==> config.mk <==
export PLATFORM = sky130hd
export DESIGN_NAME = maze_solver
export DESIGN_NICKNAME = d
export VERILOG_FILES = /design/src/rtl/maze_pkg.sv /design/src/rtl/maze_dir_stack.sv /design/src/rtl/maze_solver.sv
export SDC_FILE = /design/constraint.sdc
export NUM_CORES = 1
export LEC_CHECK = 0
export ABC_AREA = 1
export BUFFER_PORTS_ARGS = -buffer_cell sky130_fd_sc_hd__buf_2
export CAP_MARGIN = 20
export CORE_MARGIN = 3
export CORE_UTILIZATION = 58
export DETAILED_ROUTE_END_ITERATION = 10
export PLACE_DENSITY_LB_ADDON = 0.1
export SLEW_MARGIN = 10
export SYNTH_ARGS = -nofsm -noshare
export SYNTH_HDL_FRONTEND = slang
export SYNTH_SLANG_ARGS = --single-unit
==> constraint.sdc <==
create_clock -name clk -period 4.4 [get_ports clk]
set_clock_uncertainty 0.15 [all_clocks]
set_input_delay 0.88 -clock clk [delete_from_list [all_inputs] [get_ports clk]]
set_output_delay 0.88 -clock clk [all_outputs]
set_load 0.01 [all_outputs]
==> src/rtl/maze_pkg.sv <==
// Shared types and helpers for the depth-first maze solver.
// Holds the move-direction and FSM-state encodings plus the neighbour step function.
package maze_pkg;

    localparam int MAZE_DIM = 16;
    localparam int COORD_W  = 4;

    typedef enum logic [1:0] {
        DIR_RIGHT = 2'd0,
        DIR_DOWN  = 2'd1,
        DIR_LEFT  = 2'd2,
        DIR_UP    = 2'd3
    } dir_t;

    typedef enum logic [3:0] {
        IDLE   = 4'd0,
        START  = 4'd1,
        MARK   = 4'd2,
        PROBE  = 4'd3,
        MOVE   = 4'd4,
        BACK   = 4'd5,
        DONE   = 4'd6,
        FAIL   = 4'd7,
        REPLAY = 4'd8
    } state_t;

    // Result of stepping one cell: ok=0 when the step leaves the grid.
    typedef struct packed {
        logic               ok;
        logic [COORD_W-1:0] x;
        logic [COORD_W-1:0] y;
    } step_t;

    // Neighbour of (x,y) in direction dir, with explicit edge checks (no wrap-around).
    function automatic step_t step(input logic [COORD_W-1:0] x,
                                   input logic [COORD_W-1:0] y,
                                   input dir_t               dir);
        step_t s;
        s.x  = x;
        s.y  = y;
        s.ok = 1'b0;
        unique case (dir)
            DIR_RIGHT: begin
                s.ok = (x != COORD_W'(MAZE_DIM - 1));
                s.x  = x + COORD_W'(1);
            end
            DIR_DOWN: begin
                s.ok = (y != COORD_W'(MAZE_DIM - 1));
                s.y  = y + COORD_W'(1);
            end
            DIR_LEFT: begin
                s.ok = (x != '0);
                s.x  = x - COORD_W'(1);
            end
            DIR_UP: begin
                s.ok = (y != '0);
                s.y  = y - COORD_W'(1);
            end
            default: s.ok = 1'b0;
        endcase
        return s;
    endfunction

endpackage

==> src/rtl/maze_dir_stack.sv <==
// Direction stack for the maze solver: LIFO of 2-bit moves with a
// combinational top-of-stack view and an indexed read port for path replay.
module maze_dir_stack
    import maze_pkg::*;
#(
    parameter int DEPTH = 256,
    parameter int CW    = $clog2(DEPTH + 1)
) (
    input  logic          clk,
    input  logic          rst_n,
    input  logic          clear,
    input  logic          push,
    input  dir_t          push_dir,
    input  logic          pop,
    output dir_t          top_dir,
    input  logic [CW-1:0] rd_idx,
    output dir_t          rd_dir,
    output logic [CW-1:0] count
);

    localparam int AW = (DEPTH > 1) ? $clog2(DEPTH) : 1;

    dir_t          mem_q [DEPTH];
    logic [CW-1:0] count_q, count_d;
    logic          wr_en;
    logic [AW-1:0] wr_idx;

    assign count   = count_q;
    assign top_dir = mem_q[AW'(count_q - CW'(1))];
    assign rd_dir  = mem_q[AW'(rd_idx)];

    // Pointer update: clear wins, pushes are dropped when full, pops when empty.
    always_comb begin
        count_d = count_q;
        wr_en   = 1'b0;
        wr_idx  = AW'(count_q);
        if (clear) begin
            count_d = '0;
        end else if (push && (count_q != CW'(DEPTH))) begin
            wr_en   = 1'b1;
            count_d = count_q + CW'(1);
        end else if (pop && (count_q != '0)) begin
            count_d = count_q - CW'(1);
        end
    end

    // Storage and pointer registers.
    always_ff @(posedge clk or negedge rst_n) begin
        if (!rst_n) begin
            count_q <= '0;
            for (int i = 0; i < DEPTH; i++) begin
                mem_q[i] <= DIR_RIGHT;
            end
        end else begin
            count_q <= count_d;
            if (wr_en) begin
                mem_q[wr_idx] <= push_dir;
            end
        end
    end

endmodule

==> src/rtl/maze_solver.sv <==
// Depth-first maze solver driving a 16x16 cell memory, with path replay.
// Optional build macro MAZE_SOLVER_CYCLES_EN adds a saturating solve-cycle counter output.
module maze_solver
    import maze_pkg::*;
#(
    parameter int GOAL_X      = 15,
    parameter int GOAL_Y      = 15,
    parameter int STACK_DEPTH = 256
) (
    input  logic               clk,
    input  logic               rst_n,
    input  logic               start,
    output logic [COORD_W-1:0] X,
    output logic [COORD_W-1:0] Y,
    output logic               RD,
    output logic               WR,
    output logic               D_in,
    input  logic               D_out,
    output logic               busy,
    output logic               done,
    output logic               fail,
    input  logic               show,
    output logic               move_valid,
    output logic [1:0]         move_dir,
    output logic               move_last
`ifdef MAZE_SOLVER_CYCLES_EN
    ,
    output logic [15:0]        cycles
`endif
);

    localparam int SP_W = $clog2(STACK_DEPTH + 1);
    localparam logic [SP_W-1:0] SP_FULL = SP_W'(STACK_DEPTH);

    state_t              state_q, state_d;
    logic [COORD_W-1:0]  pos_x_q, pos_x_d;
    logic [COORD_W-1:0]  pos_y_q, pos_y_d;
    logic [2:0]          d_q, d_d;
    logic [SP_W-1:0]     ridx_q, ridx_d;

    logic                stk_clear, stk_push, stk_pop;
    dir_t                top_dir, rd_dir;
    logic [SP_W-1:0]     sp;
    step_t               nbr, back;
    logic                at_goal, start_acc;

    maze_dir_stack #(
        .DEPTH (STACK_DEPTH),
        .CW    (SP_W)
    ) u_stack (
        .clk      (clk),
        .rst_n    (rst_n),
        .clear    (stk_clear),
        .push     (stk_push),
        .push_dir (dir_t'(d_q[1:0])),
        .pop      (stk_pop),
        .top_dir  (top_dir),
        .rd_idx   (ridx_q),
        .rd_dir   (rd_dir),
        .count    (sp)
    );

    // Forward neighbour for the current try-direction; reverse step for backtracking.
    assign nbr       = step(pos_x_q, pos_y_q, dir_t'(d_q[1:0]));
    assign back      = step(pos_x_q, pos_y_q, dir_t'(top_dir ^ 2'd2));
    assign at_goal   = (pos_x_q == COORD_W'(GOAL_X)) && (pos_y_q == COORD_W'(GOAL_Y));
    assign start_acc = start && (state_q == IDLE || state_q == DONE || state_q == FAIL);

    assign busy = (state_q == START) || (state_q == MARK) || (state_q == PROBE) ||
                  (state_q == MOVE)  || (state_q == BACK);
    assign done = (state_q == DONE);
    assign fail = (state_q == FAIL);
    assign D_in = WR;

    // Next-state, datapath updates and memory/replay outputs.
    always_comb begin
        state_d    = state_q;
        pos_x_d    = pos_x_q;
        pos_y_d    = pos_y_q;
        d_d        = d_q;
        ridx_d     = ridx_q;
        stk_clear  = 1'b0;
        stk_push   = 1'b0;
        stk_pop    = 1'b0;
        X          = pos_x_q;
        Y          = pos_y_q;
        RD         = 1'b0;
        WR         = 1'b0;
        move_valid = 1'b0;
        move_dir   = 2'd0;
        move_last  = 1'b0;
        unique case (state_q)
            IDLE, DONE, FAIL: begin
                if (start_acc) begin
                    pos_x_d   = '0;
                    pos_y_d   = '0;
                    d_d       = '0;
                    stk_clear = 1'b1;
                    state_d   = START;
                end else if (state_q == DONE && show && sp != '0) begin
                    ridx_d  = '0;
                    state_d = REPLAY;
                end
            end
            START: begin
                RD      = 1'b1;
                state_d = D_out ? FAIL : MARK;
            end
            MARK: begin
                WR = 1'b1;
                if (at_goal) begin
                    state_d = DONE;
                end else begin
                    d_d     = '0;
                    state_d = PROBE;
                end
            end
            PROBE: begin
                if (d_q[2]) begin
                    state_d = BACK;
                end else begin
                    // Off-grid neighbours count as walls and are never read.
                    if (nbr.ok) begin
                        X  = nbr.x;
                        Y  = nbr.y;
                        RD = 1'b1;
                    end
                    if (!nbr.ok || D_out) begin
                        d_d = d_q + 3'd1;
                    end else if (sp == SP_FULL) begin
                        state_d = FAIL;
                    end else begin
                        stk_push = 1'b1;
                        state_d  = MOVE;
                    end
                end
            end
            MOVE: begin
                pos_x_d = nbr.x;
                pos_y_d = nbr.y;
                state_d = MARK;
            end
            BACK: begin
                // A stack entry that would step off-grid can only mean corruption.
                if (sp == '0 || !back.ok) begin
                    state_d = FAIL;
                end else begin
                    stk_pop = 1'b1;
                    pos_x_d = back.x;
                    pos_y_d = back.y;
                    d_d     = {1'b0, top_dir} + 3'd1;
                    state_d = PROBE;
                end
            end
            REPLAY: begin
                move_valid = 1'b1;
                move_dir   = rd_dir;
                ridx_d     = ridx_q + SP_W'(1);
                if (ridx_q == sp - SP_W'(1)) begin
                    move_last = 1'b1;
                    state_d   = DONE;
                end
            end
            default: state_d = IDLE;
        endcase
    end

    // Control and position registers.
    always_ff @(posedge clk or negedge rst_n) begin
        if (!rst_n) begin
            state_q <= IDLE;
            pos_x_q <= '0;
            pos_y_q <= '0;
            d_q     <= '0;
            ridx_q  <= '0;
        end else begin
            state_q <= state_d;
            pos_x_q <= pos_x_d;
            pos_y_q <= pos_y_d;
            d_q     <= d_d;
            ridx_q  <= ridx_d;
        end
    end

`ifdef MAZE_SOLVER_CYCLES_EN
    logic [15:0] cycles_q, cycles_d;

    assign cycles = cycles_q;

    // Solve-time counter: cleared on accepted start, saturating while busy.
    always_comb begin
        cycles_d = cycles_q;
        if (start_acc) begin
            cycles_d = '0;
        end else if (busy && cycles_q != 16'hFFFF) begin
            cycles_d = cycles_q + 16'd1;
        end
    end

    // Cycle counter register.
    always_ff @(posedge clk or negedge rst_n) begin
        if (!rst_n) begin
            cycles_q <= '0;
        end else begin
            cycles_q <= cycles_d;
        end
    end
`endif

endmodule

==> impl_metrics.json <==
{
  "io_pins": 23,
  "worstSetupPathType": "reg2out",
  "synth_top_area_cell": "dfrtp_1",
  "endpoint": "move_dir[0]",
  "grt_pass1_vias": 29500,
  "grt_start_max_net_pins": 183,
  "n_fill_cell": 4837,
  "synthTopCellsByArea": "dfrtp_1 (42%), nand2_1 (14%), o21ai_0 (10%)",
  "die_h_um": 242,
  "synth_seq_area_share": 0.423,
  "drt_iter0_drc": 4221,
  "hp-class": "in2async",
  "area_delta_synth_final_pct": 9.93,
  "clock-root-buffer": "clkbuf_16",
  "yosysWarningCount": 0,
  "irDropWorstVdd_mv": 0.632,
  "fin_crit_sh": 1.01,
  "fin_area_um2": 35500,
  "min_period_ns": 4.46,
  "syn-num-nets": 4523,
  "syn_area_um2": 32300,
  "power_density_nw_per_um2": 703,
  "grt_remaining_overflow": 0,
  "end_kind": "primary output",
  "drt_pass1_iterations": 7,
  "rsz0062_at_grt": "true",
  "wl_um": 110000,
  "final_common_cell": "nand2_1",
  "timing.critical_path.buf_inv": 3,
  "hold_viol_final": 0,
  "fin_nets": 4424,
  "synthDistinctLibCells": 49,
  "mostFrequentLayoutCells": "nand2_1 (1,189), o21ai_0 (658), dfrtp_1 (540)",
  "cts_buffers": 59,
  "antenna_found_initial": 3,
  "syn-mean-instance-area_um2": 7.17,
  "drive_gt1_frac": 0.0827,
  "ys_ff_latch": 545,
  "design.die.area_um2": 58500,
  "worst_slew_pin_slew_ns": 1.13,
  "holdBufCountCts": 0,
  "clk_latency_ns": 0.65,
  "track_usage": 0.368,
  "worst_slack_ns": -0.0582,
  "worst-path-stages": 10,
  "grt_pass1_wl_um": 172000,
  "startpoint_type": "flop",
  "vias": 32200,
  "crit_chain": "clkinv_1 -> nor2_4 -> buf_4 -> nand2_1 -> nand3_1 -> nand3_1 -> nand3_1 -> nand3_1 -> a21oi_2 -> buf_2",
  "slew_violations": 0,
  "place.gp.congestion": 1.03,
  "relSlewSlack": 0.248,
  "die_width_um": 242,
  "status": "finished, violations left",
  "portBuffers": 22,
  "postRouteAntennaNets": 0,
  "num_rows": 85,
  "route.detailed.drc": 0,
  "cts_tree": "done",
  "arrival_ns": 3.43,
  "place_area_um2": 33300,
  "fin_util": 0.651,
  "r2r_slack_ns": 0.21,
  "setup_viol": 1,
  "leakage_nw": 14.8,
  "required_ns": 3.37,
  "startpoint": "ridx_q[3]",
  "cp_top_family": "buffers and inverters",
  "reg2reg_from": "u_stack.count[1]",
  "crit_path_frequent_cell": "nand3_1",
  "clockBufferDepth": 3,
  "dpl.hpwl_um": 67500,
  "max_freq_ghz": 0.224,
  "start_util": 0.592,
  "maxCapViolCount": 0,
  "worst_path_max_delay_cell": "dfrtp_1",
  "syn_inst": 4500,
  "r2r_cells": 19,
  "viasPerCell": 6.20,
  "clk_pin_slew_ns": 0.06,
  "core_area_um2": 54500,
  "max_stage_delay_ns": 0.44,
  "cp_max_fo": 20,
  "avgRoutedWirePerCell_um": 21.1,
  "htree_num_levels": 2,
  "clock-sinks": 545,
  "violations": "negative setup slack",
  "synth_top_area_frac": 0.423,
  "r2r_end": "u_stack.count[3]"
}
[what timing repair did]
item,4_1_cts,5_1_grt
setup endpoints to repair,3,24
pin swaps,0,3
resized for setup,2,18
gates cloned,0,1
setup buffers,0,4
[metrics by stage]
stage               worst slack [ns]  cells  TNS (ns)  total power (W)  hold WS [ns]
detailed placement            0.0913   5074         0           0.0190         0.324
global route                -0.00438   5188  -0.00438           0.0263         0.214
global placement               0.204   5074         0           0.0188         0.316
CTS                          0.00853   5183         0           0.0242         0.188
floorplan                     0.0290   4500         0           0.0143         0.303
finish                       -0.0582   5190   -0.0582           0.0249         0.135
[logic make-up (layout without fill, tap and decap cells)]
| kind of cell | count (synthesis) | count (layout) | synth area share |
|---|---|---|---|
| simple gates | 1909 | 1909 | 0.255 |
| other cells | 0 | 2 | 0 |
| compound gates | 1385 | 1385 | 0.229 |
| mux | 1 | 1 | 0.000310 |
| xor+xnor | 23 | 23 | 0.00741 |
| buf+inv | 619 | 568 | 0.0789 |
| flops | 545 | 545 | 0.423 |
| fa+ha+maj | 18 | 18 | 0.00698 |
[cell usage after synthesis (all sizes together)]
cell type and instances:
mux2i 1, inv 308, a211oi 7, a32o 1
a41oi 1, nor2 217, clkinv 3, nand4 12
nor4 2, nand2 1258, o31ai 1, xnor2 6
o211ai 130, nor3 21, o22ai 25, o221ai 2
o21a 1, clkbuf 193, o21ai 953, a221oi 3
dfrtp 545, a21oi 255, a22oi 1, xor2 17
nand3 399, ha 18, o32ai 2, buf 115
a31oi 3
[report_power, final]
part           leakage [nW]  internal, W  total (W)  switching [W]
Combinational          6.24      0.00421     0.0142         0.0100
Sequential             7.59      0.00517    0.00550       0.000337
Clock                 0.989      0.00303    0.00520        0.00217
[area by class of cell]
class	instances	area [um2]	area share
inverters	311	1210	0.0342
repair buffers	148	1510	0.0427
diodes	2	5.00	0.000141
multi-input cells	3336	16100	0.455
clock inverters	22	263	0.00741
flip-flops and latches	545	13700	0.385
well taps	739	925	0.0261
clock buffers	87	1740	0.0492
[sequential cells by signal (all words and copies together) (netlist names)]
signal,cells
u_stack.count,9
ridx_q,9
state_q,4
pos_y_q,4
d_q,3
u_stack.mem_q,512
pos_x_q,4
[routing by layer]
layer | wire length [um] | vias to the layer above | global-route usage
met4 | 5370 | 0 | 0.172
met1 | 44900 | 15000 | 0.513
met3 | 12700 | 352 | 0.0908
met2 | 46700 | 1907 | 0.543
li1 | - | 14900 | -
met5 | 0 | - | 0
[worst min-delay path by stage]
| stage | endpoint | slack [ns] | cells after the start |
|---|---|---|---|
| after floorplan | u_stack.mem_q[12] | 0.30 | 2 |
| after global placement | u_stack.mem_q[5] | 0.32 | 2 |
| after detailed placement | u_stack.mem_q[285] | 0.32 | 2 |
| after CTS | u_stack.mem_q[397] | 0.19 | 1 |
| after global routing | u_stack.mem_q[397] | 0.21 | 1 |
| final | u_stack.mem_q[397] | 0.13 | 1 |
Note: power is estimated with default switching activity, not from simulation.
